**config.mk**
```make
export PLATFORM = sky130hd
export DESIGN_NAME = uart_param
export DESIGN_NICKNAME = d
export VERILOG_FILES = /design/src/rtl/uart_pkg.sv /design/src/rtl/uart_baud_tick.sv /design/src/rtl/uart_param.sv
export SDC_FILE = /design/constraint.sdc
export NUM_CORES = 1
export LEC_CHECK = 0
export BUFFER_PORTS_ARGS = -buffer_cell sky130_fd_sc_hd__buf_2
export CELL_PAD_IN_SITES_DETAIL_PLACEMENT = 1
export CELL_PAD_IN_SITES_GLOBAL_PLACEMENT = 1
export CORE_UTILIZATION = 48
export CTS_BUF_LIST = sky130_fd_sc_hd__clkbuf_8
export DETAILED_ROUTE_END_ITERATION = 7
export PLACE_DENSITY_LB_ADDON = 0.12
export SLEW_MARGIN = 20
export SYNTH_ARGS = -nofsm -noshare
export SYNTH_HDL_FRONTEND = slang
export SYNTH_HIERARCHICAL = 1
export SYNTH_SLANG_ARGS = --single-unit
```
**constraint.sdc**
```tcl
create_clock -name clk -period 3.65 [get_ports clk]
set_input_delay 0.365 -clock clk [delete_from_list [all_inputs] [get_ports clk]]
set_output_delay 0.365 -clock clk [all_outputs]
set_load 0.1 [all_outputs]
```
**src/rtl/uart_pkg.sv**
```systemverilog
// Shared types and constants for the parametrised UART: parity modes, FSM
// state encodings, oversampling ratio and the receiver's vote tick positions.
package uart_pkg;
    localparam int OVERSAMPLE = 16;
    localparam int TICK_EARLY = 7;
    localparam int TICK_MID   = 8;
    localparam int TICK_LATE  = 9;

    typedef enum logic [1:0] {
        PARITY_NONE     = 2'b00,
        PARITY_EVEN     = 2'b01,
        PARITY_ODD      = 2'b10,
        PARITY_NONE_ALT = 2'b11
    } parity_mode_e;

    typedef enum logic [2:0] {
        TX_IDLE, TX_START, TX_DATA, TX_PARITY, TX_STOP
    } tx_state_e;

    typedef enum logic [2:0] {
        RX_IDLE, RX_START, RX_DATA, RX_PARITY, RX_STOP
    } rx_state_e;
endpackage

```
**src/rtl/uart_baud_tick.sv**
```systemverilog
// Oversample prescaler: a reloadable down-counter that emits one tick every
// div clocks, restartable so a frame's bit timing starts from a known phase.
module uart_baud_tick #(
    parameter int DIV_W = 16
) (
    input  logic             clk,
    input  logic             reset,
    input  logic             restart,
    input  logic [DIV_W-1:0] div,
    output logic             tick
);
    logic [DIV_W-1:0] div_q;
    logic [DIV_W-1:0] count;
    logic [DIV_W-1:0] div_eff;

    // A divisor of zero behaves as one; the divisor is held for the whole frame.
    assign div_eff = (div == '0) ? DIV_W'(1) : div;
    assign tick    = !restart && (count == '0);

    always_ff @(posedge clk) begin
        if (reset) begin
            div_q <= DIV_W'(1);
            count <= '0;
        end else if (restart) begin
            div_q <= div_eff;
            count <= div_eff - DIV_W'(1);
        end else if (count == '0) begin
            count <= div_q - DIV_W'(1);
        end else begin
            count <= count - DIV_W'(1);
        end
    end
endmodule

```
**src/rtl/uart_param.sv**
```systemverilog
// Parametrised full-duplex UART: configurable width/stop bits, run-time divisor
// and parity, 16x oversampled receiver with voting, glitch, break and overrun.
module uart_param
    import uart_pkg::*;
#(
    parameter int DATA_BITS = 8,
    parameter int STOP_BITS = 1,
    parameter int DIV_W     = 16
) (
    input  logic                 clk,
    input  logic                 reset,
    input  logic [DIV_W-1:0]     baud_div,
    input  logic [1:0]           parity_mode,
    input  logic                 send_request,
    input  logic [DATA_BITS-1:0] tx_data,
    output logic                 tx_pin,
    output logic                 tx_busy,
    output logic                 tx_done,
    input  logic                 rx_pin,
    output logic [DATA_BITS-1:0] rx_data,
    output logic                 data_ready,
    input  logic                 rx_ack,
    output logic                 parity_err,
    output logic                 frame_err,
    output logic                 overrun,
    output logic                 break_det
);
    localparam logic [3:0] LAST_TICK  = 4'(OVERSAMPLE - 1);
    localparam logic [3:0] EARLY_TICK = 4'(TICK_EARLY);
    localparam logic [3:0] MID_TICK   = 4'(TICK_MID);
    localparam logic [3:0] LATE_TICK  = 4'(TICK_LATE);
    localparam logic [2:0] LAST_DATA  = 3'(DATA_BITS - 1);
    localparam logic [2:0] LAST_STOP  = 3'(STOP_BITS - 1);

    parity_mode_e mode_in;
    logic         mode_par_en;
    logic         mode_par_odd;

    assign mode_in      = parity_mode_e'(parity_mode);
    assign mode_par_en  = (mode_in == PARITY_EVEN) || (mode_in == PARITY_ODD);
    assign mode_par_odd = (mode_in == PARITY_ODD);

    tx_state_e            tx_state, tx_next;
    logic [DATA_BITS-1:0] tx_shift;
    logic                 tx_par_bit, tx_par_en;
    logic [3:0]           tx_tick_cnt;
    logic [2:0]           tx_bit_cnt;
    logic                 tx_tick, tx_accept, tx_bit_end;

    assign tx_accept  = (tx_state == TX_IDLE) && send_request;
    assign tx_bit_end = tx_tick && (tx_tick_cnt == LAST_TICK);
    assign tx_busy    = (tx_state != TX_IDLE);

    uart_baud_tick #(.DIV_W(DIV_W)) u_tx_tick (
        .clk(clk), .reset(reset), .restart(tx_accept), .div(baud_div), .tick(tx_tick)
    );

    always_comb begin
        tx_next = tx_state;
        tx_pin  = 1'b1;
        tx_done = 1'b0;
        case (tx_state)
            TX_IDLE:   if (send_request) tx_next = TX_START;
            TX_START: begin
                tx_pin = 1'b0;
                if (tx_bit_end) tx_next = TX_DATA;
            end
            TX_DATA: begin
                tx_pin = tx_shift[0];
                if (tx_bit_end && tx_bit_cnt == LAST_DATA)
                    tx_next = tx_par_en ? TX_PARITY : TX_STOP;
            end
            TX_PARITY: begin
                tx_pin = tx_par_bit;
                if (tx_bit_end) tx_next = TX_STOP;
            end
            TX_STOP: begin
                if (tx_bit_end && tx_bit_cnt == LAST_STOP) begin
                    tx_done = 1'b1;
                    tx_next = TX_IDLE;
                end
            end
            default:   tx_next = TX_IDLE;
        endcase
    end

    always_ff @(posedge clk) begin
        if (reset) tx_state <= TX_IDLE;
        else       tx_state <= tx_next;
    end

    // Payload and parity are captured at accept so host changes mid-frame are harmless.
    always_ff @(posedge clk) begin
        if (reset) begin
            tx_shift    <= '0;
            tx_par_bit  <= 1'b0;
            tx_par_en   <= 1'b0;
            tx_tick_cnt <= '0;
            tx_bit_cnt  <= '0;
        end else if (tx_accept) begin
            tx_shift    <= tx_data;
            tx_par_en   <= mode_par_en;
            tx_par_bit  <= (^tx_data) ^ mode_par_odd;
            tx_tick_cnt <= '0;
            tx_bit_cnt  <= '0;
        end else if (tx_tick) begin
            tx_tick_cnt <= tx_tick_cnt + 4'd1;
            if (tx_bit_end) begin
                tx_bit_cnt <= (tx_next != tx_state) ? 3'd0 : tx_bit_cnt + 3'd1;
                if (tx_state == TX_DATA) tx_shift <= tx_shift >> 1;
            end
        end
    end

    logic                 rx_meta, rx_sync, rx_prev;
    rx_state_e            rx_state, rx_next;
    logic [3:0]           rx_tick_cnt;
    logic [2:0]           rx_bit_cnt;
    logic [DATA_BITS-1:0] rx_shift;
    logic                 rx_s7, rx_s8, rx_vote;
    logic                 rx_par_en, rx_par_odd, rx_par_sample, rx_seen_one;
    logic                 rx_tick, rx_start, rx_sample, rx_bit_end, rx_complete, rx_break;

    // Start detection is edge based, so after a break the line must go high first.
    assign rx_start    = (rx_state == RX_IDLE) && rx_prev && !rx_sync;
    assign rx_sample   = rx_tick && (rx_tick_cnt == LATE_TICK);
    assign rx_bit_end  = rx_tick && (rx_tick_cnt == LAST_TICK);
    assign rx_vote     = (rx_s7 & rx_s8) | (rx_s7 & rx_sync) | (rx_s8 & rx_sync);
    assign rx_break    = !rx_seen_one && !rx_vote;

    uart_baud_tick #(.DIV_W(DIV_W)) u_rx_tick (
        .clk(clk), .reset(reset), .restart(rx_start), .div(baud_div), .tick(rx_tick)
    );

    always_ff @(posedge clk) begin
        if (reset) begin
            rx_meta <= 1'b1;
            rx_sync <= 1'b1;
            rx_prev <= 1'b1;
        end else begin
            rx_meta <= rx_pin;
            rx_sync <= rx_meta;
            rx_prev <= rx_sync;
        end
    end

    always_comb begin
        rx_next     = rx_state;
        rx_complete = 1'b0;
        case (rx_state)
            RX_IDLE:   if (rx_start) rx_next = RX_START;
            RX_START: begin
                if (rx_tick && rx_tick_cnt == MID_TICK && rx_sync) rx_next = RX_IDLE;
                else if (rx_bit_end)                               rx_next = RX_DATA;
            end
            RX_DATA: begin
                if (rx_bit_end && rx_bit_cnt == LAST_DATA)
                    rx_next = rx_par_en ? RX_PARITY : RX_STOP;
            end
            RX_PARITY: if (rx_bit_end) rx_next = RX_STOP;
            RX_STOP: begin
                if (rx_sample) begin
                    rx_next     = RX_IDLE;
                    rx_complete = 1'b1;
                end
            end
            default:   rx_next = RX_IDLE;
        endcase
    end

    always_ff @(posedge clk) begin
        if (reset) rx_state <= RX_IDLE;
        else       rx_state <= rx_next;
    end

    always_ff @(posedge clk) begin
        if (reset) begin
            rx_tick_cnt   <= '0;
            rx_bit_cnt    <= '0;
            rx_shift      <= '0;
            rx_s7         <= 1'b1;
            rx_s8         <= 1'b1;
            rx_par_en     <= 1'b0;
            rx_par_odd    <= 1'b0;
            rx_par_sample <= 1'b0;
            rx_seen_one   <= 1'b0;
        end else if (rx_start) begin
            rx_tick_cnt <= '0;
            rx_bit_cnt  <= '0;
            rx_seen_one <= 1'b0;
            rx_par_en   <= mode_par_en;
            rx_par_odd  <= mode_par_odd;
        end else if (rx_tick) begin
            rx_tick_cnt <= rx_tick_cnt + 4'd1;
            if (rx_tick_cnt == EARLY_TICK) rx_s7 <= rx_sync;
            if (rx_tick_cnt == MID_TICK)   rx_s8 <= rx_sync;
            if (rx_sample) begin
                rx_seen_one <= rx_seen_one | rx_vote;
                if (rx_state == RX_DATA)   rx_shift      <= {rx_vote, rx_shift[DATA_BITS-1:1]};
                if (rx_state == RX_PARITY) rx_par_sample <= rx_vote;
            end
            if (rx_bit_end)
                rx_bit_cnt <= (rx_next != rx_state) ? 3'd0 : rx_bit_cnt + 3'd1;
        end
    end

    // A completing word beats a same-cycle ack and then does not count as overrun.
    always_ff @(posedge clk) begin
        if (reset) begin
            rx_data    <= '0;
            data_ready <= 1'b0;
            parity_err <= 1'b0;
            frame_err  <= 1'b0;
            overrun    <= 1'b0;
            break_det  <= 1'b0;
        end else begin
            break_det <= 1'b0;
            if (rx_ack) begin
                data_ready <= 1'b0;
                overrun    <= 1'b0;
            end
            if (rx_complete) begin
                if (rx_break) begin
                    break_det <= 1'b1;
                end else begin
                    rx_data    <= rx_shift;
                    parity_err <= rx_par_en && (rx_par_sample != ((^rx_shift) ^ rx_par_odd));
                    frame_err  <= !rx_vote;
                    data_ready <= 1'b1;
                    if (data_ready && !rx_ack) overrun <= 1'b1;
                end
            end
        end
    end
endmodule
```
==> results.sh <==
export IMPL_cts_hold_fix_buffers=0
export IMPL_syn_area_per_cell_sq_um=8.63
export IMPL_startpoint_type="flop"
export IMPL_synth_cell_types=71
export IMPL_port_buffer_count=46
export IMPL_drive_above_1_share_pct=16.0
export IMPL_cts_made_buffers=17
export IMPL_synthFlopType="dfxtp_1"
export IMPL_ys_ff_latch=124
export IMPL_layout_setup_ws_ns=0.229
export IMPL_min_path_type="primary input to flop"
export IMPL_dr_pass1_iters=4
export IMPL_netlist_top_cell_by_area="dfxtp_1"
export IMPL_syn_to_final_growth_pct=11.1
export IMPL_critPathCaptureType="output port"
export IMPL_p_leak_uw=0.00279
export IMPL_critPathSlowestCell="or4b_4"
export IMPL_grt_pass1_wl_um=26400
export IMPL_p_per_area_nw_per_um2=557
export IMPL_final_common_cell="dfxtp_1"
export IMPL_coreArea_sq_um=12800
export IMPL_gp_congestion=0.818
export IMPL_min_period_over_period_pct=93.7
export IMPL_dieWidth_um=117
export IMPL_cp_max_fo=23
export IMPL_skew_ns=0.00842
export IMPL_max_cap_viol_count=0
export IMPL_cts_resized=0
export IMPL_dp_cells=928
export IMPL_peakVddDrop_v=0.000437
export IMPL_drcViolationCount=0
export IMPL_fp_row_count=41
export IMPL_die_h_um=117
export IMPL_yosys_top_cells_area="dfxtp_1, nor2_1, a21oi_1, mux2i_1, xnor2_1"
export IMPL_io_pins=47
export IMPL_cts_tree="yes"
export IMPL_yosys_area_top_type_share_pct=38.9
export IMPL_clk_pin_slew_ns=0.07
export IMPL_crit_required_ns=3.28
export IMPL_synth_edf_count=0
export IMPL_yosys_warnings=6
export IMPL_dp_hpwl_um=11900
export IMPL_status="finished, final reports clean"
export IMPL_final_util_pct=55.5
export IMPL_relSlewSlack_pct=53.0
export IMPL_root_buffer="clkbuf_8"
export IMPL_clk_latency_ns=0.45
export IMPL_cts_path_max_buffers=2
export IMPL_synth_seq_area_share_pct=38.9
export IMPL_postSynthCellCount=739
export IMPL_grt_use_total_pct=25.2
export IMPL_nets=818
export IMPL_cts_sinks=124
export IMPL_worst_pin_slew_ns=0.706
export IMPL_finalSetupTns_ns=0
export IMPL_synthesis_area_sq_um=6380
export IMPL_cts_max_level=4
export IMPL_die_area_sq_um=13800
export IMPL_critical_path_cell_chain="or4b_4, inv_2, buf_4, nand2b_1, inv_1, and4_1, nand2_1, nor2_1, buf_2"
export IMPL_pre_cts_ws_ns=0.433
export IMPL_grt_pass1_vias=5382
export IMPL_rsz0062_at_grt="no"
export IMPL_first_iter_violations=259
export IMPL_final_cell_mix="dfxtp_1, nor2_1, a21oi_1"
export IMPL_syn_nets=782
export IMPL_criticalPathCategory="flop to output port"
export IMPL_postRouteAntennaNets=0
export IMPL_viasPerCell=5.65
export IMPL_wl_per_cell_um=17.1
export IMPL_diodes=0
export IMPL_cpPeakStageDelay_ns=0.59
export IMPL_grt_max_degree=70
export IMPL_fin_crit_ns=3.42
export IMPL_grt_overflow=0
export IMPL_antenna_found_initial=0
export IMPL_timing_final_max_slew_violations=0
export IMPL_postCtsSetupRepairBufs=0
export IMPL_arrival_ns=3.06
export IMPL_num_vias=5414
export IMPL_wl_um=16400
export IMPL_max_freq_ghz=0.292
export IMPL_setup_viol=0
export IMPL_hold_viol_final=0
export IMPL_stdcell_count=959
export IMPL_initial_utilization_pct=49.9
export IMPL_postSynth_asyncResetShare_pct=0
[Yosys cell counts (5+ instances only)]
| cell | count |
|---|---|
| buf_2 | 13 |
| xnor2_1 | 25 |
| nor3_1 | 20 |
| nor2b_1 | 14 |
| o22ai_1 | 7 |
| nor4_1 | 16 |
| a211o_1 | 5 |
| inv_1 | 20 |
| o21a_1 | 6 |
| nand2_1 | 41 |
| a211oi_1 | 16 |
| o21ai_0 | 24 |
| dfxtp_1 | 124 |
| ha_1 | 12 |
| nand4_1 | 7 |
| nand3_1 | 10 |
| o21bai_1 | 5 |
| a21oi_1 | 69 |
| nor2_1 | 115 |
| nand2b_1 | 29 |
| o21ai_1 | 6 |
| mux2i_1 | 34 |
| xor2_1 | 12 |
| clkbuf_1 | 18 |
[through the flow]
step | hold WS (ns) | instance area, sq um | total power, uW
after floorplan | 0.389 | 6380 | 2490
after global placement | 0.391 | 6700 | 2720
after detailed placement | 0.400 | 6700 | 2770
after CTS | 0.0623 | 7090 | 3970
after global routing | 0.0653 | 7090 | 4170
final | 0.0903 | 7090 | 3950
[worst max-delay path, delay by kind of cell, from the launching register on]
family	cells	cell delay, ns
flops	1	0.43
buf+inv	4	0.99
simple gates	5	1.17
[kinds of logic (layout without fill, tap and decap cells)]
logic type,count (synthesis),in the layout,synth area share (%)
AO/OA/AOI/OAI,170,170,17.9
XOR/XNOR,39,39,5.79
adder cells (fa/ha/maj),13,13,2.53
buffers and inverters,62,110,4.61
flip-flops,124,124,38.9
multiplexers,34,34,5.34
AND/OR/NAND/NOR,297,297,25.0
[metal layers]
metal	global-route usage, %	share of wire [%]	vias to the layer above
met1	31.2	47	2611
met2	43.9	49	90
met4	8.95	1.4	0
met3	4.48	2.6	21
li1	-	-	2692
met5	0	0	-
[flip-flops by register name, indices dropped and copies added (netlist names), 3 cells and up]
| name | count |
|---|---|
| tx_tick_cnt | 4 |
| rx_bit_cnt | 3 |
| rx_shift | 8 |
| tx_state | 3 |
| rx_tick_cnt | 4 |
| rx_data | 8 |
| u_tx_tick/div_q | 16 |
| u_rx_tick/div_q | 16 |
| tx_bit_cnt | 3 |
| u_tx_tick/count | 16 |
| tx_shift | 8 |
| u_rx_tick/count | 16 |
| rx_state | 3 |
[final timing paths]
kind | start | end | slack (ns) | cells after the start
setup / recovery | tx_state[1] | tx_done | 0.23 | 9
hold / removal | rx_ack | overrun | 0.09 | 2
setup reg to reg | rx_state[0] | u_rx_tick/count[14] | 0.35 | 13
hold reg to reg | rx_meta | rx_sync | 0.41 | 1
[power by group]
part,switching [uW],internal [uW]
Sequential,110,1490
Combinational,711,449
Clock,526,663
[area by class of cell]
| cell class | instances | area, sq um |
|---|---|---|
| Sequential cell | 124 | 2480 |
| Timing Repair Buffer | 58 | 323 |
| Clock buffer | 21 | 289 |
| Tap cell | 172 | 215 |
| Fill cell | 1566 | 5690 |
| Inverter | 21 | 78.8 |
| Clock inverter | 10 | 97.6 |
| Multi-Input combinational cell | 553 | 3600 |
No activity file was read; power rests on OpenSTA's default activity.
